==> src/rtl/hamming_dec_engine.sv <==
// hamming_dec_engine
//
// Hamming(15,11) single-error-correcting decoder working against a byte-wide
// data memory. A request reads N_WORDS encoded words (two bytes each) starting
// at SRC_BASE. Each word is corrected for at most one flipped bit. The 11-bit
// message is written back as two bytes starting at DST_BASE. A one-cycle ack
// follows the last write.
//
// Encoded word c[15:1]:  low byte = c[8:1], high byte = {x, c[15:9]}
// Decoded message d[11:1]: low byte = d[8:1], high byte = {5'b0, d[11:9]}
//
// Ports
//   clk          in   single clock, rising edge
//   reset        in   synchronous, active-low
//   req          in   start request, sampled only in IDLE
//   ack          out  one-cycle done pulse
//   mem_addr     out  [AW-1:0] byte address
//   mem_rd_data  in   [DW-1:0] read data, valid the cycle after mem_addr
//   mem_wr_en    out  write strobe
//   mem_wr_data  out  [DW-1:0] write data
//   err_count    out  [7:0] words with nonzero syndrome in the last run
//                     (only when HAMDEC_ERRCNT_EN is defined)
//
// Build option
//   HAMDEC_ERRCNT_EN : adds err_count and a final write of that count to
//                      DST_BASE+2*N_WORDS before ack.
//
// Handshake: req is a level sampled on a rising edge while the engine is
// idle; any req seen in other states is dropped. ack is high for exactly one
// cycle per completed run. All memory-side outputs are registered.

module hamming_dec_engine #(
   parameter int AW       = 8,
   parameter int DW       = 8,
   parameter int N_WORDS  = 15,
   parameter int SRC_BASE = 64,
   parameter int DST_BASE = 94
) (
   input  logic          clk,
   input  logic          reset,
   input  logic          req,
   output logic          ack,
   output logic [AW-1:0] mem_addr,
   input  logic [DW-1:0] mem_rd_data,
   output logic          mem_wr_en,
   output logic [DW-1:0] mem_wr_data
`ifdef HAMDEC_ERRCNT_EN
   ,
   output logic [7:0]    err_count
`endif
);

   typedef enum logic [3:0] {
      S_IDLE,
      S_RD_LO,
      S_RD_HI,
      S_CAP_HI,
      S_FIX,
      S_WR_LO,
      S_WR_HI,
      S_WR_CNT,
      S_DONE
   } state_t;

   localparam logic [AW-1:0] SRC_A  = AW'(SRC_BASE);
   localparam logic [AW-1:0] DST_A  = AW'(DST_BASE);
   localparam logic [AW-1:0] ONE_A  = AW'(1);
   localparam logic [6:0]    LAST_I = 7'(N_WORDS - 1);
`ifdef HAMDEC_ERRCNT_EN
   localparam logic [AW-1:0] CNT_A  = AW'(DST_BASE + 2 * N_WORDS);
`endif

   state_t          state, state_nxt;
   logic [6:0]      i_q, i_nxt;
   logic [7:0]      lo_q;
   logic [6:0]      hi_q;
   logic [2:0]      d_hi_q;

   logic [14:0]     cw;
   logic [14:0]     cw_fix;
   logic [3:0]      syn;
   logic [10:0]     d_fix;

   logic [AW-1:0]   two_i;
   logic [AW-1:0]   addr_nxt;
   logic            wr_en_nxt;
   logic [DW-1:0]   wr_data_nxt;
   logic            ack_nxt;

`ifdef HAMDEC_ERRCNT_EN
   logic [7:0]      err_q;
   assign err_count = err_q;
`endif

   // Bit 7 of the encoded high byte carries no information.
   logic            unused_hi_bit7;
   assign unused_hi_bit7 = mem_rd_data[7];

   // Syndrome and correction. cw[k-1] holds code position k.
   always_comb begin
      cw     = {hi_q, lo_q};
      syn    = 4'd0;
      for (int k = 1; k <= 15; k++) begin
         if (cw[k-1]) syn = syn ^ 4'(k);
      end
      cw_fix = cw;
      if (syn != 4'd0) cw_fix = cw ^ (15'd1 << (syn - 4'd1));
      // d[11:5]=c[15:9], d[4:2]=c[7:5], d[1]=c[3]
      d_fix  = {cw_fix[14:8], cw_fix[6:4], cw_fix[2]};
   end

   // Next-state logic.
   always_comb begin
      state_nxt = state;
      i_nxt     = i_q;
      case (state)
         S_IDLE: begin
            if (req) begin
               state_nxt = S_RD_LO;
               i_nxt     = 7'd0;
            end
         end
         S_RD_LO:  state_nxt = S_RD_HI;
         S_RD_HI:  state_nxt = S_CAP_HI;
         S_CAP_HI: state_nxt = S_FIX;
         S_FIX:    state_nxt = S_WR_LO;
         S_WR_LO:  state_nxt = S_WR_HI;
         S_WR_HI: begin
            if (i_q < LAST_I) begin
               state_nxt = S_RD_LO;
               i_nxt     = i_q + 7'd1;
            end else begin
`ifdef HAMDEC_ERRCNT_EN
               state_nxt = S_WR_CNT;
`else
               state_nxt = S_DONE;
`endif
            end
         end
         S_WR_CNT: state_nxt = S_DONE;
         S_DONE:   state_nxt = S_IDLE;
         default:  state_nxt = S_IDLE;
      endcase
   end

   // Output values are derived from the state being entered so that the
   // registered memory outputs line up with that state's cycle.
   always_comb begin
      two_i       = AW'({i_nxt, 1'b0});
      addr_nxt    = mem_addr;
      wr_en_nxt   = 1'b0;
      wr_data_nxt = mem_wr_data;
      ack_nxt     = (state == S_DONE);
      case (state_nxt)
         S_RD_LO: addr_nxt = SRC_A + two_i;
         S_RD_HI: addr_nxt = SRC_A + two_i + ONE_A;
         S_WR_LO: begin
            // Entered only from FIX, so the freshly corrected word is used.
            addr_nxt    = DST_A + two_i;
            wr_en_nxt   = 1'b1;
            wr_data_nxt = DW'(d_fix[7:0]);
         end
         S_WR_HI: begin
            addr_nxt    = DST_A + two_i + ONE_A;
            wr_en_nxt   = 1'b1;
            wr_data_nxt = DW'({5'b0, d_hi_q});
         end
`ifdef HAMDEC_ERRCNT_EN
         S_WR_CNT: begin
            addr_nxt    = CNT_A;
            wr_en_nxt   = 1'b1;
            wr_data_nxt = DW'(err_q);
         end
`endif
         default: ;
      endcase
   end

   always_ff @(posedge clk) begin
      if (!reset) begin
         state       <= S_IDLE;
         i_q         <= '0;
         lo_q        <= '0;
         hi_q        <= '0;
         d_hi_q      <= '0;
         ack         <= 1'b0;
         mem_addr    <= '0;
         mem_wr_en   <= 1'b0;
         mem_wr_data <= '0;
`ifdef HAMDEC_ERRCNT_EN
         err_q       <= '0;
`endif
      end else begin
         state       <= state_nxt;
         i_q         <= i_nxt;
         ack         <= ack_nxt;
         mem_addr    <= addr_nxt;
         mem_wr_en   <= wr_en_nxt;
         mem_wr_data <= wr_data_nxt;
         if (state == S_RD_HI)  lo_q   <= mem_rd_data[7:0];
         if (state == S_CAP_HI) hi_q   <= mem_rd_data[6:0];
         if (state == S_FIX)    d_hi_q <= d_fix[10:8];
`ifdef HAMDEC_ERRCNT_EN
         if (state == S_IDLE && req) begin
            err_q <= '0;
         end else if (state == S_FIX && syn != 4'd0 && err_q != 8'hFF) begin
            err_q <= err_q + 8'd1;
         end
`endif
      end
   end

endmodule
==> config.mk <==
export PLATFORM = sky130hd
export DESIGN_NAME = hamming_dec_engine
export DESIGN_NICKNAME = d
export VERILOG_FILES = /design/src/rtl/hamming_dec_engine.sv
export SDC_FILE = /design/constraint.sdc
export NUM_CORES = 1
export LEC_CHECK = 0
export CORE_MARGIN = 5
export CORE_UTILIZATION = 56
export CTS_CLUSTER_SIZE = 25
export DETAILED_ROUTE_END_ITERATION = 12
export PLACE_DENSITY = 0.79
export SYNTH_ARGS = -nofsm -noshare
export SYNTH_HDL_FRONTEND = slang
export SYNTH_SLANG_ARGS = --single-unit
==> constraint.sdc <==
create_clock -name clk -period 2.95 [get_ports clk]
set_input_delay 0.59 -clock clk [delete_from_list [all_inputs] [get_ports clk]]
set_output_delay 0.59 -clock clk [all_outputs]
set_load 0.02 [all_outputs]
-- Yosys cells after proc, flatten, opt, wreduce, memory -nomap -nowiden
Cells that the tools add are included.
- output and inout bits: 18
- flip-flop bits (word level): 47
- logic and storage cells: 74
- bits of input ports: 11
- eq/ne operators: 12
- shift operators: 1
- reduce and logical (&&, ||, !) cells: 5
- magnitude comparators: 1
- muxes and demuxes: 25
- $add $sub $neg: 6
- bitwise logic cells: 15
- operators with widths (operator ; count):
    2-to-1 mux 4 bit ; 10
    case mux 4 bit (8 select lines) ; 1
    case mux 8 bit (4 select lines) ; 1
    equality test 4 x 3 -> 1 bit, second input constant ; 6
    adder 7 x 8 -> 8 bit, first input constant ; 2
    adder 8 x 1 -> 8 bit, second input constant ; 2
    case mux 8 bit (2 select lines) ; 1
    2-to-1 mux 15 bit ; 1
    << shifter 1 x 4 -> 15 bit, first input constant ; 1
    bitwise XOR 15 bit ; 1
    2-to-1 mux 7 bit ; 2
    case mux 7 bit (2 select lines) ; 1
    equality test 4 x 2 -> 1 bit, second input constant ; 3
    2-to-1 mux 3 bit ; 4
    NOT 2 bit ; 6
    NOT 3 bit ; 4
    equality test 4 x 1 -> 1 bit, second input constant ; 2
    nonzero test 4 bit ; 2
    adder 7 x 1 -> 7 bit, second input constant ; 1
    less-than comparator 7 x 4 -> 1 bit, second input constant ; 1
    equality test 4 bit, second input constant ; 1
    zero test 4 bit ; 1
    2-to-1 mux 2 bit ; 2
    NOT 4 bit ; 1
    5 further kinds ; 8

-- Longest topological paths before layout
- word-level depth: 31
- mapped depth: 11
- mapped depth without buffers: 11

-- Worst setup path after synthesis
No wires, ideal clock.
- path kind: flip-flop to flip-flop
- start point: register hi_q[5]
- end point: register mem_wr_data[6]
- stages on the path, launching flop included: 12
- data arrival time: 2.543 ns
- required time: 2.833 ns
- library setup time: 0.117 ns
- buffers on the path: 0
- setup slack: 0.290 ns
- clock period less this slack: 2.660 ns
- path through: dfxtp_1 > xor3_1 > xnor2_1 > nor2_1 > a21oi_1 > inv_1 > ha_1 > nor2_1 > mux2i_1 > a21oi_1 > xor2_1 > a22o_1
- longest elaborated chain between the ends: 8
- elaborated cells on any way between the ends: 9
- those cells by class: add/sub: 1; shift: 1; mux: 4; bitwise: 2; reduce/logical: 1
- RTL lines (item ; line ; RTL):
    start, declared ; 76 ; logic [6:0] hi_q;
    start signal, assigned ; 201 ; if (state == S_CAP_HI) hi_q <= mem_rd_data[6:0];
    2-to-1 mux 4 bit (*) ; 104 ; if (cw[k-1]) syn = syn ^ 4'(k);
    NOT 4 bit (no line) ; -- ;
    2-to-1 mux 4 bit (*) ; 104 ;
    subtractor 4 x 1 -> 4 bit ; 107 ; if (syn != 4'd0) cw_fix = cw ^ (15'd1 << (syn - 4'd1));
    << shifter 1 x 4 -> 15 bit ; 107 ;
    bitwise XOR 15 bit ; 107 ;
    2-to-1 mux 15 bit (*) ; 107 ;
    case mux 8 bit (2 select lines) (*) ; 154 ; case (state_nxt)
    end signal, assigned ; 199 ; mem_wr_data <= wr_data_nxt;
    end, declared ; 46 ; output logic [DW-1:0] mem_wr_data
Every way passes the cells marked *; elsewhere a longest branch is shown, timed or not.
A chain may end at the register's enable or synchronous reset.

-- Worst setup path after layout
- start point: register state[1]
- end point: register mem_addr[7]
- longest elaborated chain between the ends: 5
- elaborated cells on any way between the ends: 21
- those cells by class: add/sub: 4; eq/ne: 11; mux: 4; reduce/logical: 2
- RTL lines (item ; line ; RTL):
    start, declared ; 73 ; state_t state, state_nxt;
    start signal, assigned ; 194 ; state <= state_nxt;
    equality test 4 x 3 -> 1 bit or zero test 4 bit (tied branches) ; 116 ; case (state)
    case mux 7 bit (2 select lines) ; 116 ;
    adder 7 x 8 -> 8 bit (on tied branches) ; -- ;
    adder 8 x 1 -> 8 bit (on tied branches) ; 164, 156 ;
    case mux 8 bit (4 select lines) ; 154 ;
    end signal, assigned ; 197 ; mem_addr <= addr_nxt;
    end, declared ; 43 ; output logic [AW-1:0] mem_addr,
Several ways; a longest one is shown, not always the timed one.

==> flow_summary.rst <==
.. list-table::
   :header-rows: 1

   * - Metric
     - Value
   * - Cell area after layout
     - slightly above 3000 µm²
   * - Core Region
     - between 4000 and 5000 µm²
   * - Met3 GRT Util
     - under 10%
   * - Area of all sequential standard cells
     - around 940 µm²
   * - CTS H-Tree Depth
     - 2
   * - Synth Flop Type
     - sky130_fd_sc_hd__dfxtp_1
   * - YS warnings
     - 0
   * - Worst max-slew margin expressed relative to the limit
     - between 50 and 60%
   * - Syn-to-layout area delta
     - 21.0%
   * - Remaining global-route overflow
     - 0
   * - Number of pins exceeding their max-slew limit in the final report
     - 0
   * - Worst r2r dst
     - mem_addr[7]
   * - Busiest metal layer after global routing
     - met2
   * - Async set-reset flop share out of synthesis
     - 0%
   * - Clock tree from TritonCTS
     - built
   * - Fin crit period
     - approximately 2.7 ns
   * - Number of register bits inferred by synthesis
     - 47
   * - Post-synthesis cell count
     - slightly above 300
   * - Pre-Repair DR Iteration Count
     - 5
   * - Final sum of negative setup slack
     - 0 ns
   * - Period utilisation layout
     - 91.6%
   * - Unrepaired setup endpoints after global routing
     - no
   * - Detailed-placement wirelength estimate
     - 4630 µm
   * - Slowest cell on the critical path
     - sky130_fd_sc_hd__nor4bb_1
   * - Cell count of the worst hold path
     - 2
   * - Port Buffers
     - 28
   * - Cell type contributing the most total cell area after synthesis
     - sky130_fd_sc_hd__dfxtp_1
   * - Hold Crit Start
     - mem_wr_data[3]
   * - First-pass GRT wire length
     - ~11000 µm
   * - Vias in the first global route
     - approximately 2200
   * - Crit Path Category
     - reg -> reg
   * - Sink count of the clock tree
     - 47
   * - Clock insertion delay at the later pin of the skew report
     - 0.31 ns
   * - Share of cells above drive strength 1
     - 11.8%
   * - Cell-by-cell trace of the critical path
     - nor4bb_1, nand3_1, mux2i_1, ha_1, a311oi_1, o2111ai_1, o311ai_0
   * - Met1 layer usage reported by global route
     - 29.9%
   * - Post-Syn Area
     - ~2600 µm²
   * - Static power due to leakage
     - 1.17 nW
   * - Total wire length
     - 6370 µm
   * - Num CTS Buffers
     - 5
   * - Antenna Violating Nets Remaining
     - 0
   * - Finish-stage setup viols
     - 0
   * - Initial antenna violation count
     - 0
   * - Final number of hold-violating endpoints
     - 0
   * - Average footprint of a synthesized cell
     - between 8 and 9 µm²
   * - Footprint of the multi-input gates
     - 1550 µm²
   * - Root Driver
     - sky130_fd_sc_hd__clkbuf_8
   * - Mean routed wirelength per cell
     - approximately 16 µm
   * - Largest net degree at the start of global routing
     - 24
   * - IR drop worst, VDD
     - ~360 µV
   * - Startpoint kind of the worst setup timing path
     - flip-flop
   * - Height of the die
     - ~80 µm
   * - FP Rows
     - 24
   * - Met2 usage
     - approximately 33%
   * - Commonest cells post-synth
     - sky130_fd_sc_hd__dfxtp_1 (47), sky130_fd_sc_hd__nand2_1 (43), sky130_fd_sc_hd__a21oi_1 (29), sky130_fd_sc_hd__nor2_1 (25)
   * - Fillcell total
     - 360
   * - Vias after detailed routing
     - between 2000 and 2500
   * - Worst Setup End Kind
     - flip-flop
   * - Critical path required time
     - ~3.1 ns
   * - Most used standard cell by instance count after synthesis
     - sky130_fd_sc_hd__dfxtp_1
   * - Die Span X
     - between 70 and 80 µm
   * - Max Clk Rate
     - ~0.37 GHz
   * - Layout net count
     - about 360
   * - Tightest Hold Check Type
     - reg -> reg
   * - Die ar.
     - 6040 µm²
   * - Worst clock skew on the final layout
     - 0.00858 ns
   * - Yosys cell types
     - 54
   * - Top post-synthesis cells by area
     - sky130_fd_sc_hd__dfxtp_1 (37%), sky130_fd_sc_hd__nand2_1 (6.3%), sky130_fd_sc_hd__a21oi_1 (5.7%)
   * - Number of synthesized flops with an enable pin
     - 0
   * - Starting DRT DRC Count
     - about 230
   * - Setup slack after layout
     - between 0.2 and 0.25 ns
   * - Drc violations
     - 0
   * - Seq/Total Area, Yosys
     - 36.6%
   * - Worst hold endpoint
     - mem_wr_data[3]
   * - Maximum root-to-sink buffer count
     - 2
   * - Post-layout util
     - about 70%
   * - Synth top area share
     - 36.6%
   * - Reg2Reg Launch Point
     - state[1]
   * - Count of cells along the worst register-to-register path
     - 7
   * - All-layer global routing usage
     - about 22%
   * - Ratio of total power to cell area
     - approximately 460 nW/µm²
   * - Number of nets produced by synthesis
     - about 320
   * - Result of the run
     - completed
   * - Worst slack after detailed placement
     - 0.238 ns
   * - Antenna cells
     - 0
   * - Largest incremental delay on the critical path
     - between 0.5 and 0.6 ns
   * - DP Area
     - 3020 µm²
   * - Number of violations of the max-capacitance limit
     - 0
   * - CP Data Arrival Time
     - 2.89 ns
   * - Via-per-instance ratio
     - around 6.0
   * - Initial cell density of the core
     - 58.2%
   * - Setup slack on the worst flop-to-flop path
     - roughly 0.25 ns
   * - Number of primary I/O pins
     - 29
   * - Cts-stage hold buffer count
     - 0
   * - Biggest fanout along the worst timing path
     - 12
   * - Power, Total
     - 0.00144 W
   * - Clock edge transition at the registers on the reported setup and hold paths
     - roughly 0.09 ns
   * - Gpl congestion
     - roughly 0.93
   * - Worst-margin pin slew
     - 0.723 ns
==> registers in the layout, summed over array words and instances, names as in the netlist <==
name and cells:
mem_wr_data 8, ack 1, d_hi_q 3, mem_wr_en 1
state 4, lo_q 8, hi_q 7, i_q 7
mem_addr 8
==> kinds of logic (layout without fill, tap and decap cells) <==
family,count (synthesis),count (layout),share of synthesized area (%)
adder cells (fa/ha/maj),3,3,1.46
multiplexers,12,12,4.92
AND/OR/NAND/NOR,119,119,21.8
AO/OA/AOI/OAI,76,76,18.9
flip-flops,47,47,36.6
buffers and inverters,18,63,3.07
XOR/XNOR,28,28,13.2
==> metal layers <==
layer  wire, µm  part of all wire [%]
met2       2890                    45
met3        412                   6.5
met5          0                     0
met1       3010                    47
met4         70                   1.1
==> worst max-delay path by stage <==
stage | start | to | cells past startpoint
2_1_floorplan | hi_q[5] | mem_wr_data[6] | 11
3_3_place_gp | hi_q[2] | mem_wr_data[6] | 11
3_5_place_dp | hi_q[2] | mem_wr_data[4] | 11
4_1_cts | hi_q[2] | mem_wr_data[4] | 11
5_1_grt | hi_q[2] | mem_wr_data[6] | 11
6_report | state[1] | mem_addr[7] | 7
==> critical path, delay by kind of cell, from the launching register on <==
family	cells	cell delay, ns
simple gates	2	0.83
flops	1	0.53
mux	1	0.48
compound gates	3	0.45
fa+ha+maj	1	0.28
==> power by group <==
part | total [W] | switching [W] | internal, W
sequential | 0.000670 | 0.0000182 | 0.000651
clock | 0.000398 | 0.000213 | 0.000184
combinational | 0.000378 | 0.000220 | 0.000157
==> cells in the final DEF, fill, tap and decap left out, types with 2 or more instances in the layout <==
cell type,instances
sky130_fd_sc_hd__o31ai_1,3
sky130_fd_sc_hd__o21ai_0,14
sky130_fd_sc_hd__buf_4,21
sky130_fd_sc_hd__a21boi_0,2
sky130_fd_sc_hd__and2_1,3
sky130_fd_sc_hd__nor3_1,14
sky130_fd_sc_hd__clkdlybuf4s50_1,28
sky130_fd_sc_hd__nand2_1,43
sky130_fd_sc_hd__nand2b_1,3
sky130_fd_sc_hd__clkbuf_8,6
sky130_fd_sc_hd__nor4_1,6
sky130_fd_sc_hd__xor2_1,7
sky130_fd_sc_hd__xnor2_1,14
sky130_fd_sc_hd__a2111oi_2,2
sky130_fd_sc_hd__a21oi_1,29
sky130_fd_sc_hd__ha_1,2
sky130_fd_sc_hd__o2111ai_1,2
sky130_fd_sc_hd__nor2_1,25
sky130_fd_sc_hd__mux2i_1,10
sky130_fd_sc_hd__a22oi_1,3
sky130_fd_sc_hd__xor3_1,2
sky130_fd_sc_hd__a2bb2oi_1,2
sky130_fd_sc_hd__dfxtp_1,47
sky130_fd_sc_hd__inv_1,6
sky130_fd_sc_hd__a211oi_1,3
sky130_fd_sc_hd__nand4_1,4
sky130_fd_sc_hd__or3_1,3
sky130_fd_sc_hd__nand3_1,8
sky130_fd_sc_hd__o21ai_1,5
sky130_fd_sc_hd__o311a_1,2
sky130_fd_sc_hd__and3_1,3
sky130_fd_sc_hd__nor2b_1,3
==> repair_timing <==
item	4_1_cts	5_1_grt
setup buffers	0	0
gates resized for setup	0	1
endpoints found under the setup margin	0	3
==> through the flow <==
step,hold slack (ns),cells
3_3_place_gp,0.434,393
5_1_grt,0.471,400
4_1_cts,0.455,400
3_5_place_dp,0.443,393
6_report,0.449,400
2_1_floorplan,0.443,303
==> final cells by class <==
type | instances | area share, %
inverter | 7 | 0.845
clock buffer | 6 | 2.66
clock inverter | 1 | 0.161
multi-input combinational | 238 | 49.9
timing repair buffer | 49 | 14.1
tap | 52 | 2.09
sequential | 47 | 30.3
No activity file was read; power rests on OpenSTA's default activity.
